**src/rtl/sd_dma_copier_if.sv**
```systemverilog
// SD buffer and memory bus bundle for the SD DMA copier.
// master = DMA engine side, slave = buffer RAM / memory fabric side.
interface sd_dma_copier_if #(
    parameter int BUF_AW = 10
);
    logic              bufEn;
    logic [3:0]        bufWe;
    logic [BUF_AW-1:0] bufAddr;
    logic [31:0]       bufDin;
    logic [31:0]       bufDout;
    logic              memReq;
    logic [3:0]        memWe;
    logic [31:0]       memAddr;
    logic [31:0]       memDout;
    logic [31:0]       memDin;
    logic              memAck;

    modport master (
        output bufEn, bufWe, bufAddr, bufDin,
        input  bufDout,
        output memReq, memWe, memAddr, memDout,
        input  memDin, memAck
    );

    modport slave (
        input  bufEn, bufWe, bufAddr, bufDin,
        output bufDout,
        input  memReq, memWe, memAddr, memDout,
        output memDin, memAck
    );
endinterface

```
**src/rtl/sd_dma_copier.sv**
```systemverilog
// Word-at-a-time DMA between the SD data buffer and system memory.
// Define SD_DMA_BYTESWAP_EN to byte-reverse every word in flight.
module sd_dma_copier #(
    parameter int BUF_AW = 10
) (
    input  logic                clkCPU,
    input  logic                globlRst,
    input  logic                start,
    input  logic                dir,
    input  logic [31:0]         cfgMemAddr,
    input  logic [BUF_AW-1:0]   cfgBufAddr,
    input  logic [BUF_AW:0]     cfgCount,
    input  logic                abort,
    input  logic                irqClr,
    output logic                busy,
    output logic                done,
    output logic                aborted,
    output logic                irq,
    sd_dma_copier_if.master     bus
);
    typedef enum logic [2:0] {
        IDLE, BUF_RD, BUF_WAIT, MEM_WR, MEM_RD, BUF_WR, FINISH
    } state_t;

    localparam logic [BUF_AW-1:0] BADDR_ONE = {{(BUF_AW-1){1'b0}}, 1'b1};
    localparam logic [BUF_AW:0]   REM_ONE   = {{BUF_AW{1'b0}}, 1'b1};

    state_t            state_q, state_d;
    logic              dir_q, dir_d;
    logic              abort_q, abort_d;
    logic [BUF_AW-1:0] baddr_q, baddr_d;
    logic [29:0]       maddr_q, maddr_d;
    logic [BUF_AW:0]   rem_q, rem_d;
    logic [31:0]       data_q, data_d;
    logic              busy_q, busy_d;
    logic              done_q, done_d;
    logic              aborted_q, aborted_d;
    logic              irq_q, irq_d;
    logic              buf_en_q, buf_en_d;
    logic [3:0]        buf_we_q, buf_we_d;
    logic              mem_req_q, mem_req_d;
    logic [3:0]        mem_we_q, mem_we_d;
    logic              word_done;
    logic              unused_mem_lsb;

    assign unused_mem_lsb = ^cfgMemAddr[1:0];

    function automatic logic [31:0] xfer(input logic [31:0] w);
`ifdef SD_DMA_BYTESWAP_EN
        return {w[7:0], w[15:8], w[23:16], w[31:24]};
`else
        return w;
`endif
    endfunction

    always_comb begin
        state_d   = state_q;
        dir_d     = dir_q;
        abort_d   = abort_q;
        baddr_d   = baddr_q;
        maddr_d   = maddr_q;
        rem_d     = rem_q;
        data_d    = data_q;
        done_d    = 1'b0;
        aborted_d = 1'b0;
        word_done = 1'b0;
        if (state_q != IDLE) begin
            abort_d = abort_q | abort;
        end
        unique case (state_q)
            IDLE: begin
                if (start) begin
                    dir_d   = dir;
                    maddr_d = cfgMemAddr[31:2];
                    baddr_d = cfgBufAddr;
                    rem_d   = cfgCount;
                    abort_d = 1'b0;
                    if (cfgCount == '0) begin
                        state_d = FINISH;
                    end else if (dir) begin
                        state_d = MEM_RD;
                    end else begin
                        state_d = BUF_RD;
                    end
                end
            end
            BUF_RD:   state_d = BUF_WAIT;
            BUF_WAIT: begin
                data_d  = xfer(bus.bufDout);
                state_d = MEM_WR;
            end
            MEM_WR:   word_done = bus.memAck;
            MEM_RD: begin
                if (bus.memAck) begin
                    data_d  = xfer(bus.memDin);
                    state_d = BUF_WR;
                end
            end
            BUF_WR:   word_done = 1'b1;
            FINISH: begin
                done_d    = ~abort_q;
                aborted_d = abort_q;
                state_d   = IDLE;
            end
            default:  state_d = IDLE;
        endcase
        // a pending abort is honoured only once the current word is complete
        if (word_done) begin
            baddr_d = baddr_q + BADDR_ONE;
            maddr_d = maddr_q + 30'd1;
            rem_d   = rem_q - REM_ONE;
            if (rem_q == REM_ONE || abort_d) begin
                state_d = FINISH;
            end else begin
                state_d = dir_q ? MEM_RD : BUF_RD;
            end
        end
        if (state_q == FINISH) begin
            irq_d = 1'b1;
        end else if (irqClr || (state_q == IDLE && start)) begin
            irq_d = 1'b0;
        end else begin
            irq_d = irq_q;
        end
        busy_d    = state_d != IDLE;
        buf_en_d  = state_d == BUF_RD || state_d == BUF_WR;
        buf_we_d  = (state_d == BUF_WR) ? 4'hF : 4'h0;
        mem_req_d = state_d == MEM_WR || state_d == MEM_RD;
        mem_we_d  = (state_d == MEM_WR) ? 4'hF : 4'h0;
    end

    always_ff @(posedge clkCPU or negedge globlRst) begin
        if (!globlRst) begin
            state_q   <= IDLE;
            dir_q     <= 1'b0;
            abort_q   <= 1'b0;
            baddr_q   <= '0;
            maddr_q   <= '0;
            rem_q     <= '0;
            data_q    <= '0;
            busy_q    <= 1'b0;
            done_q    <= 1'b0;
            aborted_q <= 1'b0;
            irq_q     <= 1'b0;
            buf_en_q  <= 1'b0;
            buf_we_q  <= 4'h0;
            mem_req_q <= 1'b0;
            mem_we_q  <= 4'h0;
        end else begin
            state_q   <= state_d;
            dir_q     <= dir_d;
            abort_q   <= abort_d;
            baddr_q   <= baddr_d;
            maddr_q   <= maddr_d;
            rem_q     <= rem_d;
            data_q    <= data_d;
            busy_q    <= busy_d;
            done_q    <= done_d;
            aborted_q <= aborted_d;
            irq_q     <= irq_d;
            buf_en_q  <= buf_en_d;
            buf_we_q  <= buf_we_d;
            mem_req_q <= mem_req_d;
            mem_we_q  <= mem_we_d;
        end
    end

    assign busy        = busy_q;
    assign done        = done_q;
    assign aborted     = aborted_q;
    assign irq         = irq_q;
    assign bus.bufEn   = buf_en_q;
    assign bus.bufWe   = buf_we_q;
    assign bus.bufAddr = baddr_q;
    assign bus.bufDin  = data_q;
    assign bus.memReq  = mem_req_q;
    assign bus.memWe   = mem_we_q;
    assign bus.memAddr = {maddr_q, 2'b00};
    assign bus.memDout = data_q;
endmodule

```
**src/flat_wrapper.sv**
```systemverilog
// flat-port wrapper written by rule: the top's interface ports become plain ports
module sd_dma_copier_flat 
#(
    parameter int BUF_AW = 10
)
  (clkCPU, globlRst, start, dir, cfgMemAddr, cfgBufAddr, cfgCount, abort, irqClr, busy, done, aborted, irq, bus_bufEn, bus_bufWe, bus_bufAddr, bus_bufDin, bus_bufDout, bus_memReq, bus_memWe, bus_memAddr, bus_memDout, bus_memDin, bus_memAck);
  sd_dma_copier_if #(.BUF_AW(BUF_AW)) bus_i ();
  input  logic clkCPU;
  input  logic globlRst;
  input  logic start;
  input  logic dir;
  input  logic [31:0] cfgMemAddr;
  input  logic [BUF_AW-1:0] cfgBufAddr;
  input  logic [BUF_AW:0] cfgCount;
  input  logic abort;
  input  logic irqClr;
  output logic busy;
  output logic done;
  output logic aborted;
  output logic irq;
  output wire logic [$bits(bus_i.bufEn)-1:0] bus_bufEn;
  output wire logic [$bits(bus_i.bufWe)-1:0] bus_bufWe;
  output wire logic [$bits(bus_i.bufAddr)-1:0] bus_bufAddr;
  output wire logic [$bits(bus_i.bufDin)-1:0] bus_bufDin;
  input wire logic [$bits(bus_i.bufDout)-1:0] bus_bufDout;
  output wire logic [$bits(bus_i.memReq)-1:0] bus_memReq;
  output wire logic [$bits(bus_i.memWe)-1:0] bus_memWe;
  output wire logic [$bits(bus_i.memAddr)-1:0] bus_memAddr;
  output wire logic [$bits(bus_i.memDout)-1:0] bus_memDout;
  input wire logic [$bits(bus_i.memDin)-1:0] bus_memDin;
  input wire logic [$bits(bus_i.memAck)-1:0] bus_memAck;
  assign bus_bufEn = bus_i.bufEn;
  assign bus_bufWe = bus_i.bufWe;
  assign bus_bufAddr = bus_i.bufAddr;
  assign bus_bufDin = bus_i.bufDin;
  assign bus_i.bufDout = bus_bufDout;
  assign bus_memReq = bus_i.memReq;
  assign bus_memWe = bus_i.memWe;
  assign bus_memAddr = bus_i.memAddr;
  assign bus_memDout = bus_i.memDout;
  assign bus_i.memDin = bus_memDin;
  assign bus_i.memAck = bus_memAck;
  sd_dma_copier #(.BUF_AW(BUF_AW)) u_core (.clkCPU(clkCPU), .globlRst(globlRst), .start(start), .dir(dir), .cfgMemAddr(cfgMemAddr), .cfgBufAddr(cfgBufAddr), .cfgCount(cfgCount), .abort(abort), .irqClr(irqClr), .busy(busy), .done(done), .aborted(aborted), .irq(irq), .bus(bus_i));
endmodule
```
**config.mk**
```make
export PLATFORM = sky130hd
export DESIGN_NAME = sd_dma_copier_flat
export DESIGN_NICKNAME = d
export VERILOG_FILES = /design/src/rtl/sd_dma_copier_if.sv /design/src/rtl/sd_dma_copier.sv /design/src/flat_wrapper.sv
export SDC_FILE = /design/constraint.sdc
export NUM_CORES = 1
export LEC_CHECK = 0
export BUFFER_PORTS_ARGS = -buffer_cell sky130_fd_sc_hd__buf_2
export CAP_MARGIN = 15
export CORE_UTILIZATION = 47
export DETAILED_ROUTE_END_ITERATION = 12
export GPL_TIMING_DRIVEN = 0
export PLACE_DENSITY = 0.8
export SYNTH_ARGS = -nofsm -noshare
export SYNTH_HDL_FRONTEND = slang
export SYNTH_SLANG_ARGS = --single-unit
```
**constraint.sdc**
```tcl
create_clock -name clkCPU -period 2.15 [get_ports clkCPU]
set_input_delay 0.3225 -clock clkCPU [delete_from_list [all_inputs] [get_ports clkCPU]]
set_output_delay 0.3225 -clock clkCPU [all_outputs]
set_load 0.005 [all_outputs]
```
* Word level (Yosys, flattened, before mapping)
Cells that the tools add are included.
** Word-level totals
- Flip-flop bits (word level) :: 102
- Input bits :: 124
- Output and inout port bits :: 120
- Word-level logic and storage cells :: 78
** Cells by class
- Add/sub/neg operators :: 3
- Eq/ne operators :: 12
- Muxes and demuxes :: 29
- Bitwise logic cells :: 2
- Reduce and logical (&&, ||, !) cells :: 17
** Operators by type and width (count)
- $mux 30 :: 3
- $pmux 32 s2 :: 1
- $mux 11 :: 3
- $mux 32 :: 1
- $add 30x1->30 const B :: 1
- $mux 10 :: 3
- $mux 3 :: 7
- $eq 3x3->1 const B :: 5
- $pmux 3 s5 :: 1
- $eq 11x1->1 const B :: 1
- $logic_not 11->1 :: 1
- $sub 11x1->11 const B :: 1
- $add 10x1->10 const B :: 1
- $eq 3x2->1 const B :: 3
- $mux 4 :: 2
- $reduce_bool 2->1 :: 4
- $mux 1 :: 7
- $eq 3x1->1 const B :: 2
- $reduce_and 2->1 :: 3
- $reduce_bool 3->1 :: 2
- $logic_or 1x1->1 :: 4
- $logic_not 3->1 :: 1
- $ne 2x2->1 const B :: 1
- $pmux 1 s2 :: 1
- other kinds (4) :: 4

* Longest topological paths before layout
- Depth in word-level cells :: 9
- Gate-level depth with buffers :: 8
- Depth with buffers taken out :: 7

* Least setup slack after synthesis
Ideal clock, no wire load.
- Kind :: register to register
- From :: reg u_core.maddr_q[0]
- To :: reg u_core.maddr_q[24]
- Library setup time :: 0.065 ns
- Arrival time :: 1.842 ns
- Data required time :: 2.085 ns
- Path slack :: 0.243 ns
- Stages on the path, launching flop included :: 8
- Path buffers :: 1
- Period minus slack after synthesis :: 1.907 ns
- Path through :: dfrtp_1 ha_1 nand4_1 a2111oi_2 buf_2 nand3_1 o21ai_0 o221a_2
** Between the ends
- Cells in the longest elaborated chain, start to end :: 2
** Ends and longest elaborated chain
- start: declaration :: line sd_dma_copier.sv:32 : logic [29:0] maddr_q, maddr_d;
- start signal: assignment :: line sd_dma_copier.sv:154 : maddr_q <= maddr_d;
- $add 30x1->30 :: line sd_dma_copier.sv:110 : maddr_d = maddr_q + 30'd1;
- $mux 30 :: line sd_dma_copier.sv:108 : if (word_done) begin
No other way between the ends.
A chain may end at the register's enable or synchronous reset.

* Final worst setup path
- From :: reg u_core.state_q[2]
- To :: reg u_core.maddr_q[4]
** Between the ends
- Cells in the longest elaborated chain, start to end :: 4
- Elaborated cells on any way between the ends :: 8
- Those cells by class :: eq/ne: 2; mux: 2; reduce/logical: 4
** Ends and longest elaborated chain
- start: declaration :: line sd_dma_copier.sv:28 : state_t state_q, state_d;
- start signal: assignment :: line sd_dma_copier.sv:150 : state_q <= state_d;
- $eq 3x3->1 / $eq 3x2->1 (equally long branches) :: line sd_dma_copier.sv:70 : unique case (state_q)
- $pmux 1 s2 :: line sd_dma_copier.sv:70
- $reduce_bool 2->1 (no source line)
- $reduce_and 2->1 (no source line)
Several ways; a longest one is shown, not always the timed one.

==> run summary <==
die area -> 11,600 sq um
placed cell areas -> 6680 sq um
Worst setup SP type -> register
Core Rows -> 38
number of global-route vias before repair -> 5,337
fin area -> 7030 sq um
via count -> 5,416
ant diodes -> 0
placed cell count -> 944
Vert. Die Dim -> 108 um
reg2reg start -> u_core.state_q[2]
Core Box Area -> 10,900 sq um
Initial Util -> 48.4%
max cap viols -> 0
hold slack -> 0.163 ns
Commonest cells post-synth -> dfrtp_1 (96), nor2_1 (69), a21oi_1 (43), buf_4 (40), nand2_1 (40)
CP endpoint kind -> register
minimum clock period -> 2.08 ns
Cell Area, Synth -> 5270 sq um
Synth warnings -> 0
PwrDens -> 1370 nW/um^2
sequential-to-total area share from yosys stat -> 45.6%
Synth top area share -> 45.6%
total grt overflow -> 0
r2r setup slk -> 0.07 ns
number of synthesized flops with an enable pin -> 0
Clock Latency Late Sink -> 0.36 ns
TritonCTS buffer count -> 9
total wire length -> 16,900 um
I/O Pins -> 244
Slew @ Worst Pin -> 0.666 ns
Hold Vio Cnt, Final -> 0
Pins Over Slew Limit -> 0
most frequent cell after synthesis -> dfrtp_1
Die X -> 108 um
largest net degree at the start of global routing -> 51
Yosys top cell by area -> dfrtp_1
Synth area leaders -> dfrtp_1 (46%), mux2i_1 (6.5%), buf_4 (5.7%)
f_max -> 0.480 GHz
Final Instance Count excl. Fillers -> 963
CTS tree -> built
Hold Path Sink -> u_core.bus.bufAddr[2]
Reg2Reg Depth -> 9
period utilisation layout -> 97.0%
Synth Flop Type -> dfrtp_1
hold crit path type -> in2reg
Async SR Flop Fraction -> 100%
vias per cell -> 5.62
GRT Util Overall -> 28.8%
RSZ-0062 raised after global routing -> true
R2R Path End -> u_core.maddr_q[4]
CP required -> 2.41 ns
status -> complete, no violations
WHS Path Cells -> 3
Routed Antenna Nets -> 0
Peak VDD IR -> 0.000636 V
Worst Path Max Fanout -> 10
synth unique cells -> 57
PortBufs -> 239
DR iter-0 viols -> 364
WL per Instance -> 17.6 um
PnR Total Power -> 9660 uW
FF+latch count, synth -> 96
Cells after Synth -> 563
slew margin rel. -> 55.2%
routability congestion estimate -> 0.881
clock sinks -> 96
Clk pin slew, worst setup/hold paths -> 0.10 ns
Setup TNS -> 0 ns
critical path class -> reg2reg
Clock Skew -> 0.00628 ns
dpl hpwl -> 12,900 um
layout cells sized above 1 -> 42.2%
hold wc startpoint -> cfgBufAddr[2]
initial antenna violation count -> 0
DRC -> 0
Nets -> 946
Synth Area per Inst -> 9.36 sq um
Clock Tree Buf Depth -> 2
Syn-to-layout area delta -> 33.4%
CTS Root Buffer Type -> clkbuf_8
first-pass GRT wire length -> 25,900 um
CTS H-tree lvls -> 3
Leak -> 0.00331 uW
# setup viols final -> 0
Pre-antenna DRT Iters -> 5
CP Data Arrival Time -> 2.34 ns
[cell type report]
| type | instances | area, sq um |
|---|---|---|
| repair buffers | 244 | 1260 |
| clock buffers | 9 | 124 |
| fillers | 927 | 3860 |
| clock inverters | 7 | 95.1 |
| inverters | 11 | 41.3 |
| well taps | 140 | 175 |
| plain buffers | 73 | 469 |
| multi-input cells | 383 | 2460 |
| flip-flops and latches | 96 | 2400 |
[layout by cell type (no fill, tap or decap), types with 4 or more instances in the layout]
cell type | synthesis | routed
and3_1 | 10 | 10
nor2_1 | 69 | 69
clkbuf_1 | 15 | 5
clkbuf_2 | 0 | 9
a311oi_1 | 12 | 12
a21oi_1 | 43 | 41
nand2_1 | 40 | 40
nand4_1 | 8 | 8
buf_4 | 40 | 47
o311ai_0 | 6 | 6
a31oi_1 | 4 | 4
dfrtp_1 | 96 | 94
a211oi_1 | 18 | 18
o22ai_1 | 5 | 5
o21ai_0 | 13 | 12
mux2i_1 | 34 | 34
and4_1 | 7 | 7
and2_1 | 4 | 4
clkbuf_8 | 0 | 9
ha_1 | 4 | 4
o211ai_1 | 8 | 8
inv_1 | 11 | 11
a22oi_1 | 4 | 4
nand3_1 | 20 | 20
buf_2 | 18 | 253
nor4_1 | 6 | 6
nor3_1 | 16 | 15
[critical path: stages, from the launching register on]
cell and delay (ns):
dfrtp_1 0.40, buf_4 0.18, nand3b_4 0.20, buf_4 0.16, a21oi_4 0.21, buf_2 0.29, clkbuf_4 0.28, nand2_1 0.07
a21oi_1 0.14, nor2_1 0.05
[per-layer routing]
metal | vias up | track usage (%) | wire length [um] | share of wire [%]
met2 | 240 | 51.1 | 8600 | 51
met3 | 31 | 5.15 | 1190 | 7.0
met1 | 2600 | 34.2 | 6680 | 39
li1 | 2545 | - | - | -
met5 | - | 0 | 0 | 0
met4 | 0 | 12.0 | 444 | 2.6
[sequential cells by signal, summed over array words and instances (netlist names), 3 cells and up]
name and cells:
u_core.bus.bufAddr 10, u_core.rem_q 11, u_core.state_q 3, u_core.bus.bufDin 32, u_core.maddr_q 30
[power breakdown]
group / switching, uW / total [uW] / internal (uW)
sequential: 865 / 3530 / 2660
clock: 659 / 1320 / 658
combinational: 2540 / 4810 / 2270
[worst max path at each step]
stage	from	end	cells after the start
2_1_floorplan	u_core.maddr_q[0]	u_core.maddr_q[24]	7
3_3_place_gp	globlRst	u_core.bus.bufDin[25]	1
3_5_place_dp	u_core.state_q[0]	u_core.maddr_q[29]	5
4_1_cts	u_core.state_q[1]	u_core.rem_q[8]	7
5_1_grt	u_core.state_q[2]	u_core.maddr_q[19]	7
6_report	u_core.state_q[2]	u_core.maddr_q[4]	9
[timing repair]
item,CTS,global route
pin swaps,0,3
endpoints found under the hold margin,30,0
hold buffers,1,0
setup buffers,1,2
gates resized for setup,7,37
endpoints found under the setup margin,74,61
[stage by stage]
step / worst slack [ns] / utilization [%]
4_1_cts: 0.0136 / 63.8
3_5_place_dp: -0.151 / 61.3
6_report: 0.0655 / 64.6
2_1_floorplan: 0.243 / -
5_1_grt: -0.0199 / 64.6
3_3_place_gp: -0.218 / 61.0
[cells by family after synthesis]
family / after synthesis / synth area share (%)
AND/OR/NAND/NOR: 203 / 19.3
AO/OA/AOI/OAI: 140 / 18.3
flip-flops: 96 / 45.6
buffers and inverters: 85 / 9.33
multiplexers: 34 / 6.46
adder cells (fa/ha/maj): 4 / 0.950
other: 1 / 0.0712
No activity file was read; power rests on OpenSTA's default activity.
